`src/rtl/md_pad_6button.sv`:
```
`default_nettype none
// ============================================================================
//  Module   : md_pad_6button
//  Purpose  : Cycle-level model of a Mega Drive 6-button control pad.
//             It watches the TH line of one 315-5216 controller port and
//             drives the six active-low pad lines {TR,TL,R,L,D,U}.
//             TH falling edges step the multiplex phase F (saturating at 4).
//             After the third falling edge, the pad exposes X/Y/Z/Mode.
//             An inactivity timer returns F to 0 when no further edges
//             arrive. With MODE6=0 the pad behaves as a plain 3-button pad.
//  Revision : 1.0  initial release
// ============================================================================
module md_pad_6button #(
  parameter int MODE6   = 1,      // 1 = 6-button protocol, 0 = 3-button pad
  parameter int TIMEOUT = 80000,  // MCLK cycles without a TH fall before F -> 0
  parameter int TW      = 17      // timer width, 2^TW >= TIMEOUT
) (
  input  logic        MCLK,
  input  logic        RESET,
  input  logic        TH_i,
  input  logic        TH_d,
  input  logic [11:0] BTN,
  output logic [5:0]  PAD_o
);

  // Phase values of the falling-edge count F that change the output mapping.
  localparam logic [2:0]    c_F_IDLE  = 3'd0;  // no edges seen / timed out
  localparam logic [2:0]    c_F_EXTRA = 3'd3;  // extra-button phase
  localparam logic [2:0]    c_F_SAT   = 3'd4;  // saturated after the 4th edge
  localparam logic [TW-1:0] c_TMAX    = TW'(TIMEOUT - 1);
  localparam logic [TW-1:0] c_TONE    = {{(TW-1){1'b0}}, 1'b1};
  localparam logic [5:0]    c_IDLE    = 6'h3F;  // all lines high, nothing pressed

  // Button aliases (active-high pressed).
  logic w_up, w_dn, w_lf, w_rt, w_a, w_b, w_c, w_st, w_x, w_y, w_z, w_md;
  assign w_up = BTN[0];
  assign w_dn = BTN[1];
  assign w_lf = BTN[2];
  assign w_rt = BTN[3];
  assign w_a  = BTN[4];
  assign w_b  = BTN[5];
  assign w_c  = BTN[6];
  assign w_st = BTN[7];
  assign w_x  = BTN[8];
  assign w_y  = BTN[9];
  assign w_z  = BTN[10];
  assign w_md = BTN[11];

  logic          th_q;
  logic [2:0]    f_q,     f_d;
  logic [TW-1:0] timer_q, timer_d;
  logic [5:0]    pad_q,   pad_d;

  logic w_th;       // effective TH level (released line is pulled up)
  logic w_fall;     // TH falling edge this cycle
  logic w_timeout;  // inactivity timer expires this cycle

  assign w_th      = TH_d | TH_i;
  assign w_fall    = th_q & ~w_th;
  assign w_timeout = (f_q != c_F_IDLE) && (timer_q == c_TMAX);

  // Phase count and inactivity timer; a falling edge takes priority over timeout.
  always_comb begin
    f_d     = f_q;
    timer_d = timer_q;
    if (MODE6 == 0) begin
      f_d     = c_F_IDLE;
      timer_d = '0;
    end else if (w_fall) begin
      f_d     = (f_q >= c_F_SAT) ? c_F_SAT : f_q + 3'd1;
      timer_d = '0;
    end else if (w_timeout) begin
      f_d     = c_F_IDLE;
      timer_d = '0;
    end else if (f_q != c_F_IDLE) begin
      timer_d = timer_q + c_TONE;
    end else begin
      timer_d = '0;
    end
  end

  // Output line selection from current TH, next phase and current buttons.
  always_comb begin
    pad_d = c_IDLE;
    if (w_th) begin
      if (f_d == c_F_EXTRA) begin
        pad_d = ~{w_c, w_b, w_md, w_x, w_y, w_z};
      end else begin
        pad_d = ~{w_c, w_b, w_rt, w_lf, w_dn, w_up};
      end
    end else begin
      case (f_d)
        c_F_EXTRA: pad_d = {~w_st, ~w_a, 4'b0000};           // U/D/L/R read low
        c_F_SAT:   pad_d = {~w_st, ~w_a, 4'b1111};           // U/D/L/R read high
        default:   pad_d = {~w_st, ~w_a, 2'b00, ~w_dn, ~w_up}; // L/R read low
      endcase
    end
  end

  // State and output registers with synchronous reset.
  always_ff @(posedge MCLK) begin
    if (RESET) begin
      th_q    <= 1'b1;
      f_q     <= c_F_IDLE;
      timer_q <= '0;
      pad_q   <= c_IDLE;
    end else begin
      th_q    <= w_th;
      f_q     <= f_d;
      timer_q <= timer_d;
      pad_q   <= pad_d;
    end
  end

  assign PAD_o = pad_q;

endmodule
`default_nettype wire

```
`config.mk`:
```
export PLATFORM = sky130hd
export DESIGN_NAME = md_pad_6button
export DESIGN_NICKNAME = d
export VERILOG_FILES = /design/src/rtl/md_pad_6button.sv
export SDC_FILE = /design/constraint.sdc
export NUM_CORES = 1
export LEC_CHECK = 0
export ABC_AREA = 1
export BUFFER_PORTS_ARGS = -buffer_cell sky130_fd_sc_hd__buf_2
export CORE_UTILIZATION = 59
export CTS_CLUSTER_DIAMETER = 30
export CTS_CLUSTER_SIZE = 25
export DETAILED_ROUTE_END_ITERATION = 10
export GPL_TIMING_DRIVEN = 0
export PLACE_DENSITY = 0.92
export SLEW_MARGIN = 40
export SYNTH_ARGS = -nofsm -noshare
export SYNTH_HDL_FRONTEND = slang
export SYNTH_SLANG_ARGS = --single-unit
```
`constraint.sdc`:
```
create_clock -name MCLK -period 2.7 [get_ports MCLK]
set_input_delay 0.405 -clock MCLK [delete_from_list [all_inputs] [get_ports MCLK]]
set_output_delay 0.405 -clock MCLK [all_outputs]
set_load 0.05 [all_outputs]
```
# --- Word level (Yosys, flattened, before mapping) ---
# Index checks and enable logic that the tools add are counted.
# Widths: inputs -> output; s select.
totals:
  register_bits: 27
  latchBits: 0
  ramBits: 0
  romBits: 0
  input_bits: 16
  out_inout_bits: 6
  word_cells: 29
  n_memories: 0
op_classes:
  n_addsub: 2
  multipliers: 0
  n_div: 0
  order_cmp: 1
  eq_ne: 3
  shifts: 0
  muxes: 6
  bitwise: 10
  reduce_logical: 3
ops:
  columns: ["op", "count"]
  rows:
  - ["$add 17x1->17 const B", 1]
  - ["$eq 17x17->1 const B", 1]
  - ["$mux 6", 2]
  - ["$not 6->6", 2]
  - ["$mux 3", 3]
  - ["$pmux 4 s2", 1]
  - ["$not 1->1", 6]
  - ["$reduce_or 4->1", 1]
  - ["$add 3x1->3 const B", 1]
  - ["$eq 3x2->1 const B", 1]
  - ["$eq 3x3->1 const B", 1]
  - ["$ge 3x3->1 const B", 1]
  - ["$reduce_bool 3->1", 1]
  - ["$and 1x1->1", 1]
  - ["$logic_and 1x1->1", 1]
  - ["$or 1x1->1", 1]

# --- Longest topological paths before layout ---
logic_depth:
  ltp_word: 7
  ltp_mapped: 12
  mapped_depth_nobuf: 12

# --- Worst setup path before layout ---
# No wires, ideal clock.
synth_path:
  path_kind: "register to register"
  from: "reg timer_q[0]"
  to: "reg timer_q[16]"
  setup_time_ns: 0.122
  arrival_ns: 1.338
  t_required_ns: 2.578
  slack_ns: 1.241
  path_stages_with_launch: 10
  n_path_buf: 0
  synth_period_minus_slack_ns: 1.459
  cell_sequence: "dfxtp_1 -> ha_1 -> nand2_2 -> nor2_8 -> nand2_4 -> nor3_4 -> nand2_4 -> nor2_8 -> and3_1 -> nor3_2"
synth_via:
  elab_chain_cells: 3
  word_cells_on_any_way: 4
  classes_between: "1 x add/sub; 1 x eq/ne; 2 x reduce/logical"
synth_rtl:
  columns: ["item", "line", "rtl"]
  rows:
  - ["start: declaration", "51", "logic [TW-1:0] timer_q, timer_d;"]
  - ["start signal: assignment", "110", "timer_q <= timer_d;"]
  - ["parallel branches: the longest is 3 deep, another holds $add 17x1->17", null, null]
# Parallel ways; which one is timed is not known.
# A chain may end at the register's enable or synchronous reset.

# --- Final worst setup path ---
layout_path:
  from: "reg f_q[0]"
  to: "reg timer_q[15]"
layout_via:
  elab_chain_cells: 3
  word_cells_on_any_way: 4
  classes_between: "1 x bitwise; 3 x reduce/logical"
layout_rtl:
  columns: ["item", "line", "rtl"]
  rows:
  - ["start: declaration", "50", "logic [2:0] f_q, f_d;"]
  - ["start signal: assignment", "104", "f_q <= c_F_IDLE;"]
  - ["$reduce_bool 3->1 *", "60, 75", null]
  - ["$logic_and 1x1->1 or $not 1->1 (tied branches)", null, null]
  - ["$reduce_or 4->1 (no line) *", null, null]
# Every way passes the cells marked *; elsewhere a longest branch is shown, timed or not.

==> flow_summary.yaml <==
timing:
  rsz0062_at_grt: "no"
  tightestPinTransition_ns: 0.2902
  fmax_ghz: 0.5925
  setup_violations: 0
  hold_viol: 0
  fin_crit_ns: 1.688
  slew_headroom_pct: 80.60
  final-max-slew-violation-count: 0
  fin_skew_ns: 0.009911
  tns_ns: 0
  hold_ws_ns: 0.2625
  finalCritPeriodShare_pct: 62.51
cts:
  cts_buffers: 3
  cts_resized: 0
  clockBufferDepth: 2
  clock_sinks: 27
  clk_latency_ns: 0.33
  post_cts_buffers: 0
  cts.clk_slew.worst_paths_ns: 0.15
  cts_tree: "done"
  cts_root_buf: "clkbuf_4"
  cts-hold-fix-buffers: 0
  h-tree-depth: 1
drt:
  drt_first_pass_iters: 7
  routed-wl-met3_um: 128
  routed-via-count: 1178
  via_per_inst: 5.330
  top_layer: "met4"
  dr_wl_met2_um: 1412
  first_iter_violations: 23
  ant_nets: 0
  met1_length_um: 1085
  drc: 0
  routed_wl_um: 2658
  wire_per_inst_um: 12.03
synthesis:
  synth_edf_count: 0
  async_flop_share_pct: 0
  ys_types: 30
  synth_ff_type: "dfxtp_1"
  ys_warn_count: 0
  synth_most_common_cell: "nand2_1"
  netlist_area_um2: 1349
  synth-seq-cells: 27
  syn_inst: 169
  ys_seq_area_share_pct: 40.07
  yosys-top-cells-count: "nand2_1 (28), dfxtp_1 (27), nor2_1 (21)"
  syn_avg_cell_area_um2: 7.981
  synth_area_leader_cell: "dfxtp_1"
  syn_nets: 188
  yosys-top-cells-area: "dfxtp_1 (40%), nand2_1 (7.8%), nor2_1 (5.8%)"
  synth_top_cell_area_share_pct: 40.07
pwr:
  power_density_nw_per_um2: 447.3
  peakVddDrop_mv: 0.5132
  leakagePower_nw: 0.7207
cells_and_area:
  syn2layout_area_growth_pct: 12.52
  nets: 214
  antenna-diode-count: 0
  postLayoutCellArea_um2: 1518
  fill_cells: 156
  regArea_um2: 540.5
  multi_input_area_um2: 714.4
  drive_above_1_share_pct: 29.38
worst_setup_path:
  criticalPathCategory: "reg2reg"
  crit_required_ns: 2.95
  critPathLaunchType: "flip-flop"
  slowest_stage: "dfxtp_1"
  crit_path_cell_trace: "inv_1 > ha_1 > nand2_1 > nand2_1 > nor2_2 > nand3_2 > nand4_2 > buf_4 > nor2_1"
  slowest_delay_ns: 0.39
  end_kind: "flip-flop"
  r2r_end: "timer_q[15]$_SDFF_PP0_"
  worstPathArrival_ns: 1.94
  reg2reg_depth: 9
  crit_top_cell: "nand2_1"
  regToRegSetupSlack_ns: 1.01
  crit_fanout: 10
  reg2reg_from: "f_q[0]$_SDFF_PP0_"
grt:
  grt_pass1_wl_um: 4526
  antenna_found_initial: 0
  grt_usage_pct: 24.03
  grt_max_degree: 17
  grt_overflow_total: 0
  grt_pass1_vias: 1092
min_path:
  min_from: "BTN[4]"
  min_to: "PAD_o[4]$_SDFF_PP1_"
  hold_depth: 2
  min_path_type: "in2reg"
flow_run:
  maxCapViolCount: 0
place:
  post-dp-hpwl_um: 2150
  gp_congestion: 0.8624
  io_buffers: 21
  placed_area_um2: 1488
floorplan:
  ios: 22
  start_util_pct: 65.41
  dieArea_um2: 2482
  die_w_um: 49.82
  core_um2: 2062
  rows: 16
  die_y_um: 49.82
run_status:
  run_status: "finished, final reports clean"
-- worst max-delay path by stage --
stage | start | end | slack [ns]
after global routing | f_q[0]$_SDFF_PP0_ | PAD_o[0]$_SDFF_PP1_ | 0.87
after floorplan | timer_q[0]$_SDFF_PP0_ | timer_q[16]$_SDFF_PP0_ | 1.24
final | f_q[0]$_SDFF_PP0_ | timer_q[15]$_SDFF_PP0_ | 1.01
after global placement | f_q[0]$_SDFF_PP0_ | timer_q[15]$_SDFF_PP0_ | 1.14
after CTS | f_q[0]$_SDFF_PP0_ | timer_q[15]$_SDFF_PP0_ | 1.03
after detailed placement | f_q[0]$_SDFF_PP0_ | timer_q[15]$_SDFF_PP0_ | 1.02
-- logic make-up (layout without fill, tap and decap cells) --
group           after synthesis  after routing  share of synthesized area (%)
fa+ha+maj                     3              3                          2.783
compound gates                9              9                          3.617
buf+inv                      24             49                          6.958
xor+xnor                      5              5                          3.247
simple gates                101            101                          43.32
flops                        27             27                          40.07
-- flip-flops by register name, summed over array words and instances, names as in the netlist --
signal and flops:
timer_q 17, PAD_o 6, f_q 3, th_q 1
-- cell type report --
type | count | area share, %
timing repair buffer | 21 | 6.925
buffer | 1 | 0.4946
tap | 27 | 2.226
inverter | 23 | 5.688
sequential | 27 | 35.61
multi-input combinational | 118 | 47.07
clock inverter | 1 | 0.4946
clock buffer | 3 | 1.484
-- through the flow --
stage	total power [mW]	cells	util [%]	setup slack, ns
2_1_floorplan	0.4777	169	-	1.241
3_3_place_gp	0.5003	217	72.15	1.137
3_5_place_dp	0.5059	217	72.15	1.023
4_1_cts	0.6803	221	73.60	1.030
5_1_grt	0.7091	221	73.60	0.8725
6_report	0.6789	221	73.60	1.012
-- power breakdown --
group	internal, mW	switching, mW	leakage (nW)	total (mW)
sequential	0.409	0.00400	0.220	0.413
combinational	0.0250	0.0601	0.487	0.0851
clock	0.0568	0.124	0.0139	0.181
total	0.490	0.188	0.721	0.679
-- placed cells by master (no fill, tap or decap), types with 2 or more instances in the layout --
master	n
a21oi_1	5
and3_1	2
buf_2	21
clkbuf_4	3
dfxtp_1	27
ha_1	3
inv_1	16
inv_2	7
nand2_1	28
nand2_2	5
nand2_4	3
nand3_1	13
nand3_2	3
nand4_1	5
nand4_2	2
nor2_1	21
nor2_2	4
nor2_8	2
nor3_1	3
nor3b_1	3
o21ai_0	2
or2_1	2
xor2_1	4
-- worst max-delay path: cells and delay by family (launching register included) --
family / cells / cell delay [ns]
simple gates: 6 / 0.71
fa+ha+maj: 1 / 0.20
buf+inv: 2 / 0.31
flops: 1 / 0.39
-- layer usage --
layer	GRT usage [%]	up-vias
met2	45.95	43
met1	26.35	533
met4	3.333	0
li1	-	592
met3	6.790	10
met5	0	-
Note: power is estimated with default switching activity, not from simulation.
